[config.mk]
export PLATFORM = sky130hd
export DESIGN_NAME = shift_seq_ctrl
export DESIGN_NICKNAME = d
export VERILOG_FILES = /design/src/rtl/shift_seq_ctrl.sv
export SDC_FILE = /design/constraint.sdc
export NUM_CORES = 1
export LEC_CHECK = 0
export CORE_MARGIN = 1
export CORE_UTILIZATION = 50
export CTS_CLUSTER_SIZE = 10
export DETAILED_ROUTE_END_ITERATION = 8
export DONT_BUFFER_PORTS = 1
export GPL_ROUTABILITY_DRIVEN = 0
export PLACE_DENSITY = 0.63
export SYNTH_ARGS = -nofsm -noshare
export SYNTH_HDL_FRONTEND = slang
export SYNTH_SLANG_ARGS = --single-unit
[constraint.sdc]
create_clock -name clk -period 3.7 [get_ports clk]
set_input_delay 0.555 -clock clk [delete_from_list [all_inputs] [get_ports clk]]
set_output_delay 0.555 -clock clk [all_outputs]
set_load 0.05 [all_outputs]
[src/rtl/shift_seq_ctrl.sv]
// shift_seq_ctrl: sequencing controller for a WIDTH-bit parallel-in/serial-out
// shift register. Words arrive through a valid/ready handshake. Each word is
// shifted out over a programmable number of bits, either MSB-first or
// LSB-first. Frames are marked with sof/eof and followed by a done pulse and
// an optional idle gap.
module shift_seq_ctrl #(
   parameter int WIDTH   = 4,
   parameter int CNT_W   = 3,
   parameter int GAP_CYC = 1
) (
   input  logic             clk,
   input  logic             clr,
   input  logic [WIDTH-1:0] din,
   input  logic             din_valid,
   output logic             din_ready,
   input  logic [CNT_W-1:0] len,
   input  logic             msb_first,
   input  logic             shift_en,
   output logic             sout,
   output logic             sout_valid,
   output logic             sof,
   output logic             eof,
   output logic             busy,
   output logic             done
);

   localparam int               GAP_W    = (GAP_CYC > 1) ? $clog2(GAP_CYC) : 1;
   localparam logic [GAP_W-1:0] GAP_LAST = GAP_W'((GAP_CYC > 0) ? GAP_CYC - 1 : 0);
   localparam logic [CNT_W-1:0] WIDTH_C  = CNT_W'(WIDTH);
   localparam logic [CNT_W-1:0] ONE_C    = CNT_W'(1);

   typedef enum logic [1:0] {
      IDLE  = 2'd0,
      SHIFT = 2'd1,
      GAP   = 2'd2
   } state_t;

   state_t             state_q, state_d;
   logic [WIDTH-1:0]   shiftReg_q, shiftReg_d;
   logic [CNT_W-1:0]   count_q, count_d;
   logic [GAP_W-1:0]   gapCnt_q, gapCnt_d;
   logic               firstBit_q, firstBit_d;
   logic               msbFirst_q, msbFirst_d;
   logic               done_q, done_d;

   logic [CNT_W-1:0]   lenClamped;
   logic [WIDTH-1:0]   loadWord;
   logic               inShift;
   logic               lastBit;

   // A zero or oversized length means "shift the full word". For MSB-first
   // frames the word is pre-aligned so that din[L-1] sits at the output end.
   always_comb begin
      lenClamped = len;
      if ((len == '0) || (len > WIDTH_C)) begin
         lenClamped = WIDTH_C;
      end
      loadWord = din;
      if (msb_first) begin
         loadWord = din << (WIDTH_C - lenClamped);
      end
   end

   assign inShift = (state_q == SHIFT);
   assign lastBit = (count_q == ONE_C);

   // Next-state logic: the accept in IDLE, the per-bit shift/count in SHIFT,
   // and the fixed-length idle gap in GAP. done is raised only on the edge
   // that consumes the final bit, so it is a one-cycle pulse.
   always_comb begin
      state_d    = state_q;
      shiftReg_d = shiftReg_q;
      count_d    = count_q;
      gapCnt_d   = gapCnt_q;
      firstBit_d = firstBit_q;
      msbFirst_d = msbFirst_q;
      done_d     = 1'b0;
      case (state_q)
         IDLE: begin
            if (din_valid) begin
               shiftReg_d = loadWord;
               count_d    = lenClamped;
               msbFirst_d = msb_first;
               firstBit_d = 1'b1;
               state_d    = SHIFT;
            end
         end
         SHIFT: begin
            if (shift_en) begin
               shiftReg_d = msbFirst_q ? (shiftReg_q << 1) : (shiftReg_q >> 1);
               count_d    = count_q - ONE_C;
               firstBit_d = 1'b0;
               if (lastBit) begin
                  done_d = 1'b1;
                  if (GAP_CYC > 0) begin
                     state_d  = GAP;
                     gapCnt_d = '0;
                  end else begin
                     state_d = IDLE;
                  end
               end
            end
         end
         GAP: begin
            if (gapCnt_q == GAP_LAST) begin
               state_d = IDLE;
            end else begin
               gapCnt_d = gapCnt_q + GAP_W'(1);
            end
         end
         default: begin
            state_d = IDLE;
         end
      endcase
   end

   // State register; clr wins over everything and drops any frame in flight.
   always_ff @(posedge clk) begin
      if (clr) begin
         state_q    <= IDLE;
         shiftReg_q <= '0;
         count_q    <= '0;
         gapCnt_q   <= '0;
         firstBit_q <= 1'b0;
         msbFirst_q <= 1'b0;
         done_q     <= 1'b0;
      end else begin
         state_q    <= state_d;
         shiftReg_q <= shiftReg_d;
         count_q    <= count_d;
         gapCnt_q   <= gapCnt_d;
         firstBit_q <= firstBit_d;
         msbFirst_q <= msbFirst_d;
         done_q     <= done_d;
      end
   end

   // Outputs are decoded from registered state and are all forced low while
   // clr is asserted. This keeps them quiet before the first reset edge.
   assign din_ready  = !clr && (state_q == IDLE);
   assign busy       = !clr && (state_q != IDLE);
   assign sout_valid = !clr && inShift && shift_en;
   assign sout       = !clr && inShift && (msbFirst_q ? shiftReg_q[WIDTH-1] : shiftReg_q[0]);
   assign sof        = !clr && inShift && firstBit_q;
   assign eof        = !clr && inShift && lastBit;
   assign done       = !clr && done_q;

endmodule

==> Yosys cells after proc, flatten, opt, wreduce, memory -nomap -nowiden <==
Cells that the tools add are included.
{ "op_classes": {"n_addsub": 3, "n_lt_le_gt_ge": 1, "n_eq_ne": 7, "n_shift": 1, "mux": 23, "bitwise_logic": 2, "n_reduce_logical": 20} }
{ "ops": {"columns": ["operator", "count"], "rows": [
  ["$mux W4", 4],
  ["$mux W3", 3],
  ["$logic_and A1 B1 Y1", 8],
  ["$mux W2", 4],
  ["$pmux W4 S2", 1],
  ["$mux W1", 7],
  ["$ne A2 B2 Y1 const B", 3],
  ["$pmux W2 S3", 1],
  ["$pmux W3 S2", 1],
  ["$reduce_and A3 Y1", 2],
  ["$reduce_bool A2 Y1", 3],
  ["$pmux W1 S2", 2],
  ["$reduce_and A4 Y1", 1],
  ["$shl A4 B3 Y4", 1],
  ["$eq A3 B1 Y1 const B", 1],
  ["$gt A3 B3 Y1 const B", 1],
  ["$logic_not A3 Y1", 1],
  ["$reduce_or A3 Y1", 1],
  ["$sub A3 B1 Y3 const B", 1],
  ["$sub A3 B3 Y3 const A", 1],
  ["$eq A2 B1 Y1 const B", 1],
  ["$eq A2 B2 Y1 const B", 1],
  ["$logic_not A2 Y1", 1],
  ["$ne A2 B1 Y1 const B", 1],
  ["other kinds (5)", 6]
]} }
{ "word_totals": {"regBits": 13, "inputBits": 12, "output_inout_bits": 7, "word_cells": 64} }

==> Logic depth before layout (Yosys ltp) <==
Gate-level depths: netlist of run 1.
{ "logic_depth": {"ltp_word": 8, "depth_mapped": 8, "depth_no_buf": 8} }

==> Worst setup path before layout of run 1 <==
OpenSTA, ideal clock, no wires.
{ "synth_path": {"path_kind": "reg-to-output", "start": "register state_q[1]", "end": "output eof", "arrival_ns": 1.884, "required_ns": 3.145, "slack_ns": 1.261, "path_stages_with_launch": 5, "path_buffers": 2, "cell_sequence": "dfxtp_1 > buf_2 > nand2b_1 > clkbuf_1 > nor3_1"} }
{ "synth_between": {"elab_chain_len": 3} }
{ "synth_rtl": {"columns": ["element", "line", "text"], "rows": [
  ["from (decl)", "38", "state_t state_q, state_d;"],
  ["from (signal assigned)", "128", "state_q <= state_d;"],
  ["$eq A2 B1 Y1", "64", "assign inShift = (state_q == SHIFT);"],
  ["$logic_and A1 B1 Y1 (2 in a row)", "145", "assign eof = !clr && inShift && lastBit;"],
  ["to (decl)", "22", "output logic eof,"]
]} }
Every way passes these cells.

==> Worst setup path after layout of run 1 <==
{ "layout_path": {"start": "register state_q[0]", "end": "output eof"} }
The elaborated chain is that of the path after synthesis.

==> results of run 1 <==
==> layout make-up <==
class,instances,area (µm²),area share
Multi-Input combinational cell,82,556.8,0.6172
Tap cell,16,20.02,0.02219
Sequential cell,12,240.2,0.2663
Timing Repair Buffer,2,15.01,0.01664
Inverter,9,33.78,0.03745
Clock buffer,4,36.28,0.04022
==> power groups by stage <==
stage	registers [W]	logic [W]	clock network (W)
3_3_place_gp	0.000153	0.0000866	0
6_report	0.000151	0.0000887	0.000105
5_1_grt	0.000152	0.0000990	0.000113
4_1_cts	0.000151	0.0000890	0.000108
2_1_floorplan	0.000148	0.0000800	0
3_5_place_dp	0.000154	0.0000885	0
==> synth_stat cells (2+ instances only) <==
cell type	instances
clkbuf_1	3
a21oi_1	6
dfxtp_1	12
nor2_1	12
nor3_1	4
and2_1	4
nand2b_1	3
a211oi_1	5
nor2b_1	4
mux2_2	2
o21ai_0	5
nand2_1	9
nand3b_1	3
mux2i_1	3
ha_1	4
a221oi_1	3
inv_1	9
==> critical path, cell delays in order, from the launching register on <==
cell	delay, ps
dfxtp_1	520
nand2b_1	320
nor3_2	770
==> path summary, 6_finish.rpt <==
check | startpoint | endpoint | slack, ps | cells after the start
max | state_q[0]$_SDFFE_PP0P_ | eof | 1270 | 2
min | clr | shiftReg_q[1]$_SDFFE_PP0P_ | 330 | 1
max reg2reg | state_q[0]$_SDFFE_PP0P_ | done_q$_SDFF_PP0_ | 1820 | 3
min reg2reg | count_q[1]$_SDFFE_PP0P_ | count_q[1]$_SDFFE_PP0P_ | 490 | 2
==> per-stage QoR <==
step	hold WS (ps)	area (µm²)	util
2_1_floorplan	466.4	849.6	-
3_3_place_gp	472.9	865.8	0.5617
3_5_place_dp	480.5	865.8	0.5617
4_1_cts	328.8	902.1	0.5852
5_1_grt	320.8	902.1	0.5852
6_report	334.1	902.1	0.5852
==> routing by layer <==
layer / part of all wire / up-vias / wire [µm] / global-route usage
met5: 0 / - / 0 / 0
met1: 0.49 / 342 / 873 / 0.2661
met2: 0.47 / 12 / 835 / 0.3403
met4: 0.0056 / 0 / 10 / 0.07273
li1: - / 388 / - / -
met3: 0.036 / 2 / 64 / 0.05532
==> cells by family (layout without fill, tap and decap cells) <==
group | after synthesis | after routing | share of synthesized area
xor gates and xnor gates | 1 | 1 | 0.01031
buffers and inverters | 14 | 15 | 0.06774
and+or+nand+nor | 42 | 42 | 0.2592
AOI/OAI and AO/OA | 30 | 30 | 0.2592
muxes | 5 | 5 | 0.06186
DFF | 12 | 12 | 0.2828
adders and majority gates | 4 | 4 | 0.05891
==> flip-flops by register name (all words and copies together) (netlist names) <==
name        cells
shiftReg_q      4
count_q         3
state_q         2
done_q          1
firstBit_q      1
msbFirst_q      1
==> summary.md, run 1 <==
| Metric | Value |
|---|---|
| CTS tree | `yes` |
| Most frequent cells in the layout | `nor2_1 (12), dfxtp_1 (12), inv_1 (9), nand2_1 (9), a21oi_1 (6)` |
| Worst setup EP type | `output port` |
| Syn Inst Count | `108` |
| Synth cell types | `34` |
| Top-Level Pins | `19` |
| Diodes inserted | `0` |
| Post-CTS Resized | `0` |
| Max-slew headroom | `0.3839` |
| Sink Count | `12` |
| Die Width | `43.22 µm` |
| CP Max Fanout | `11` |
| Vias | `744` |
| Worst vdd ir | `0.2280 mV` |
| CP required | `3140 ps` |
| Synth warnings | `0` |
| Core area | `1541 µm²` |
| Hold Violations, Final | `0` |
| HPWL Detailed | `1366 µm` |
| Cells after DPL | `121` |
| Tmin final | `2429 ps` |
| Worst Skew | `9.047 ps` |
| Flops & latches, synth | `12` |
| Yosys top cell area share | `0.2828` |
| Power Total | `0.0003443 W` |
| Tot GR Track Use | `0.2101` |
| Fillers | `147` |
| Nets | `126` |
| Non-filler cells, final | `125` |
| Leakage | `0.3688 nW` |
| Switching Fraction | `0.3117` |
| Synthesized netlist net count | `124` |
| Maximum clock path buffer count | `2` |
| Initial antenna violation count | `0` |
| Gate power share | `0.257` |
| Area growth syn-to-layout | `6.186%` |
| DR pass1 iterations | `4` |
| Post-CTS Setup Inserts | `0` |
| Pin count of the biggest net entering global routing | `18` |
| Sw power | `0.0001073 W` |
| Internal power | `0.0002370 W` |
| DRC viols | `0` |
| DP Worst Slack | `1178 ps` |
| Min-Delay Path Class | `input port to flip-flop` |
| Starting Density | `0.5511` |
| Synth top area cells | `dfxtp_1 (28%), ha_1 (5.9%), nor2_1 (5.3%), a211oi_1 (4.4%), inv_1 (4.0%)` |
| Max H-tree Level | `1` |
| Post-Syn Area | `849.6 µm²` |
| PwrDens | `381.7 nW/µm²` |
| Post-DR wirelength/cell | `14.27 µm` |
| Number of global-route vias before repair | `697` |
| Yosys top cell by area | `dfxtp_1` |
| Routed wire length | `1784 µm` |
| Die area | `1868 µm²` |
| Vias/cell | `5.952` |
| Sequential share of the synthesized area | `0.2828` |
| Status | `complete, no violations` |
| First-pass GRT wire length | `2946 µm` |
| Die height | `43.22 µm` |
| Port Buffers | `0` |
| CTS Root Cell | `clkbuf_4` |
| Endpoints failing setup | `0` |
| Number of synthesized flops with an enable pin | `0` |
| Fin worst setup slack | `1271 ps` |
| Syn avg cell area | `7.866 µm²` |
| Core Rows | `14` |
| Max_cap viols | `0` |
| CP Class | `flip-flop to output port` |
| Crit path DAT | `1870 ps` |
| Clock-pin slew on the worst setup and hold paths | `80 ps` |
| Period utilisation layout | `0.6564` |
| Asr flop ratio synth | `0` |
| CP Launch Type | `flip-flop` |
| Clock Latency Late Sink | `280 ps` |
| RSZ-0062 raised after global routing | `no` |
| Top_reg_cell synth | `dfxtp_1` |
| Worst-Margin Slew | `922.3 ps` |
| Part of the power in registers | `0.438` |
| Total CTS buffers | `3` |
| Hold buffers post-CTS | `0` |
| DRT iter0 DRCs | `17` |
| Clock Power Share | `0.305` |
| Setup TNS | `0 ps` |
| Post-route ant nets | `0` |
| Ratio of cells with drive above 1 in the final layout | `0.1376` |
| Peak Freq | `411.8 MHz` |
| Grt ovf | `0` |
| Final Max Tran Viols | `0` |
(Power assumes the default switching activity.)
==> inputs of run 2 (changes only) <==
Settings changed: PLACE_DENSITY 0.63 to 0.66.
Clock period 3.7 ns to 2.2 ns, I/O delays scaled along.
==> summary.md, run 2 (same netlist as run 1, synthesis figures left out) <==
| Metric | Value |
|---|---|
| Status | `complete, no violations` |
| Post-DR wirelength/cell | `14.28 µm (about the same)` |
| CP Max Fanout | `3 (-8)` |
| Worst setup EP type | `flip-flop` |
| Post-route ant nets | `0 (unchanged)` |
| Hold buffers post-CTS | `0 (unchanged)` |
| Worst vdd ir | `0.3702 mV (+62%)` |
| CP bufs+invs | `0 (unchanged)` |
| Final Max Tran Viols | `0 (unchanged)` |
| Leakage | `0.3916 nW (+6.2%)` |
| Worst-Margin Slew | `495.6 ps (-426.7 ps)` |
| Min Hold Slack | `107.7 ps (-226.4 ps)` |
| Tmin final | `1949 ps` |
| Routed wire length | `1857 µm (+4.1%)` |
| DRT iter0 DRCs | `17 (unchanged)` |
| PwrDens | `593.7 nW/µm² (+56%)` |
| Largest register FFs | `4 (unchanged)` |
| Initial antenna violation count | `0 (unchanged)` |
| Clock Latency Late Sink | `280 ps (about the same)` |
| Gate power share | `0.288 (+0.031)` |
| Hold Violations, Final | `0 (unchanged)` |
| Period utilisation layout | `0.8858` |
| CP Launch Point | `len[0]` |
| Min-Delay Path Class | `input port to flip-flop` |
| Max-slew headroom | `0.6719 (+0.2881)` |
| Pin count of the biggest net entering global routing | `18 (unchanged)` |
| Peak Freq | `513.2 MHz` |
| Area growth syn-to-layout | `9.867%` |
| Max incr delay on CP | `330 ps (-440 ps)` |
| CP Class | `input port to flip-flop` |
| Post-CTS Resized | `0 (unchanged)` |
| Worst Skew | `3.856 ps (-5.192 ps)` |
| Endpoints failing setup | `0 (unchanged)` |
| RR Startpoint | `state_q[0]$_SDFFE_PP0P_` |
| Crit-path cells | `or2_2 > ha_1 > nand2b_1 > ha_1 > xor2_1 > nand2_1 > o311a_1 > a2111oi_2` |
| Top Registers | `shiftReg_q (4), count_q (3), state_q (2)` |
| Sw power | `0.0001843 W (+72%)` |
| DR pass1 iterations | `4 (unchanged)` |
| DP Worst Slack | `-44.44 ps (-1222 ps)` |
| HPWL Detailed | `1349 µm (-1.2%)` |
| Largest Register | `shiftReg_q` |
| First-pass GRT wire length | `2932 µm (-0.48%)` |
| Critical Path Slowest Stage Cell | `a2111oi_2` |
| Diodes inserted | `0 (unchanged)` |
| Nets | `132 (+4.8%)` |
| Vias | `793 (+6.6%)` |
| Tot GR Track Use | `0.2172 (+0.007133)` |
| Clock-pin slew on the worst setup and hold paths | `80 ps (about the same)` |
| Max H-tree Level | `1 (unchanged)` |
| Maximum clock path buffer count | `2 (unchanged)` |
| CP top delay family | `compound AO/OA/AOI/OAI gates` |
| Hold Crit Start | `clr` |
| Fillers | `150 (+2.0%)` |
| Top-Level Pins | `19 (unchanged)` |
| Vias/cell | `6.100 (+2.5%)` |
| CP required | `2380 ps (-760 ps)` |
| Most frequent cells in the layout | `nor2_1 (12), dfxtp_1 (12), inv_1 (9), nand2_1 (9), buf_4 (8)` |
| Crit path DAT | `2130 ps (+260 ps)` |
| Number of global-route vias before repair | `652 (-6.5%)` |
| Die Width | `43.22 µm (unchanged)` |
| Sink Count | `12 (unchanged)` |
| CP Launch Type | `input port` |
| DRC viols | `0 (unchanged)` |
| Max_cap viols | `0 (unchanged)` |
| Port Buffers | `0 (unchanged)` |
| Core Rows | `14 (unchanged)` |
| Ratio of cells with drive above 1 in the final layout | `0.1754 (+0.03782)` |
| Grt ovf | `0 (unchanged)` |
| Power Total | `0.0005541 W (+61%)` |
| CTS tree | `yes` |
| Core area | `1541 µm² (unchanged)` |
| Worst Hold Depth | `1 (unchanged)` |
| Clock Power Share | `0.254 (-0.051)` |
| Starting Density | `0.5511 (unchanged)` |
| Reg2Reg Depth | `4 (+1)` |
| Part of the power in registers | `0.458 (+0.020)` |
| RSZ-0062 raised after global routing | `no` |
| Internal power | `0.0003699 W (+56%)` |
| Post-CTS Setup Inserts | `0 (unchanged)` |
| Total CTS buffers | `3 (unchanged)` |
| Switching Fraction | `0.3325 (+0.02078)` |
| Worst Hold Endpoint | `shiftReg_q[1]$_SDFFE_PP0P_` |
| CTS Root Cell | `clkbuf_4` |
| Die height | `43.22 µm (unchanged)` |
| Fin worst setup slack | `251.3 ps (-1020 ps)` |
| Die area | `1868 µm² (unchanged)` |
| Most frequent CP cell | `ha_1` |
| R2r endpoint | `count_q[2]$_SDFFE_PP0P_` |
| Reg-to-reg slack, setup | `510 ps (-1310 ps)` |
-- run 2: changes by cell type in the layout (fill, tap and decap cells not counted) --
cell	previous run	this run
buf_4	2	8
clkbuf_8	1	0
-- run 2: power by group through the flow --
stage	clock, W	combinational (W)	sequential (W)
detailed placement	0	0.000158	0.000259
global placement	0	0.000155	0.000258
CTS	0.000143	0.000159	0.000253
global route	0.000155	0.000178	0.000257
finish	0.000141	0.000160	0.000254
floorplan	0	0.000135	0.000249
-- run 2: per-stage QoR --
step	utilization	TNS, ps	cells	instance area, µm²
2_1_floorplan	-	-8.973	108	854.6
3_3_place_gp	0.5909	0	127	910.9
3_5_place_dp	0.5909	-44.44	127	910.9
4_1_cts	0.6055	0	130	933.4
5_1_grt	0.6055	0	130	933.4
6_report	0.6055	0	130	933.4
-- run 2: how the worst max path moves through the flow --
stage	end	slack (ps)	cells past startpoint
finish	shiftReg_q[1]$_SDFFE_PP0P_	250	8
global route	shiftReg_q[1]$_SDFFE_PP0P_	70	8
global placement	shiftReg_q[1]$_SDFFE_PP0P_	20	8
CTS	shiftReg_q[1]$_SDFFE_PP0P_	250	8
floorplan	sout	-9	4
detailed placement	shiftReg_q[1]$_SDFFE_PP0P_	-40	8
-- run 2: cell type report --
| type | count | area (µm²) | share of cell area |
|---|---|---|---|
| multi-input combinational | 82 | 556.8 | 0.5965 |
| sequential | 12 | 240.2 | 0.2574 |
| timing repair buffer | 8 | 60.06 | 0.06434 |
| inverter | 9 | 33.78 | 0.03619 |
| clock buffer | 3 | 22.52 | 0.02413 |
| tap | 16 | 20.02 | 0.02145 |
-- run 2: worst reg2reg max path: stages (launching register included) --
cell and delay, ps:
dfxtp_1 520, nand2_1 170, a21oi_2 440, o21ai_0 160, a221oi_1 300
-- run 2: per-layer routing --
| layer | vias to the layer above | share of wire | routed length [µm] | global-route usage |
|---|---|---|---|---|
| met5 | - | 0 | 0 | 0 |
| met4 | 0 | 0.020 | 37 | 0.1091 |
| met3 | 5 | 0.066 | 122 | 0.06383 |
| met2 | 33 | 0.46 | 846 | 0.3045 |
| met1 | 359 | 0.46 | 852 | 0.2979 |
| li1 | 396 | - | - | - |
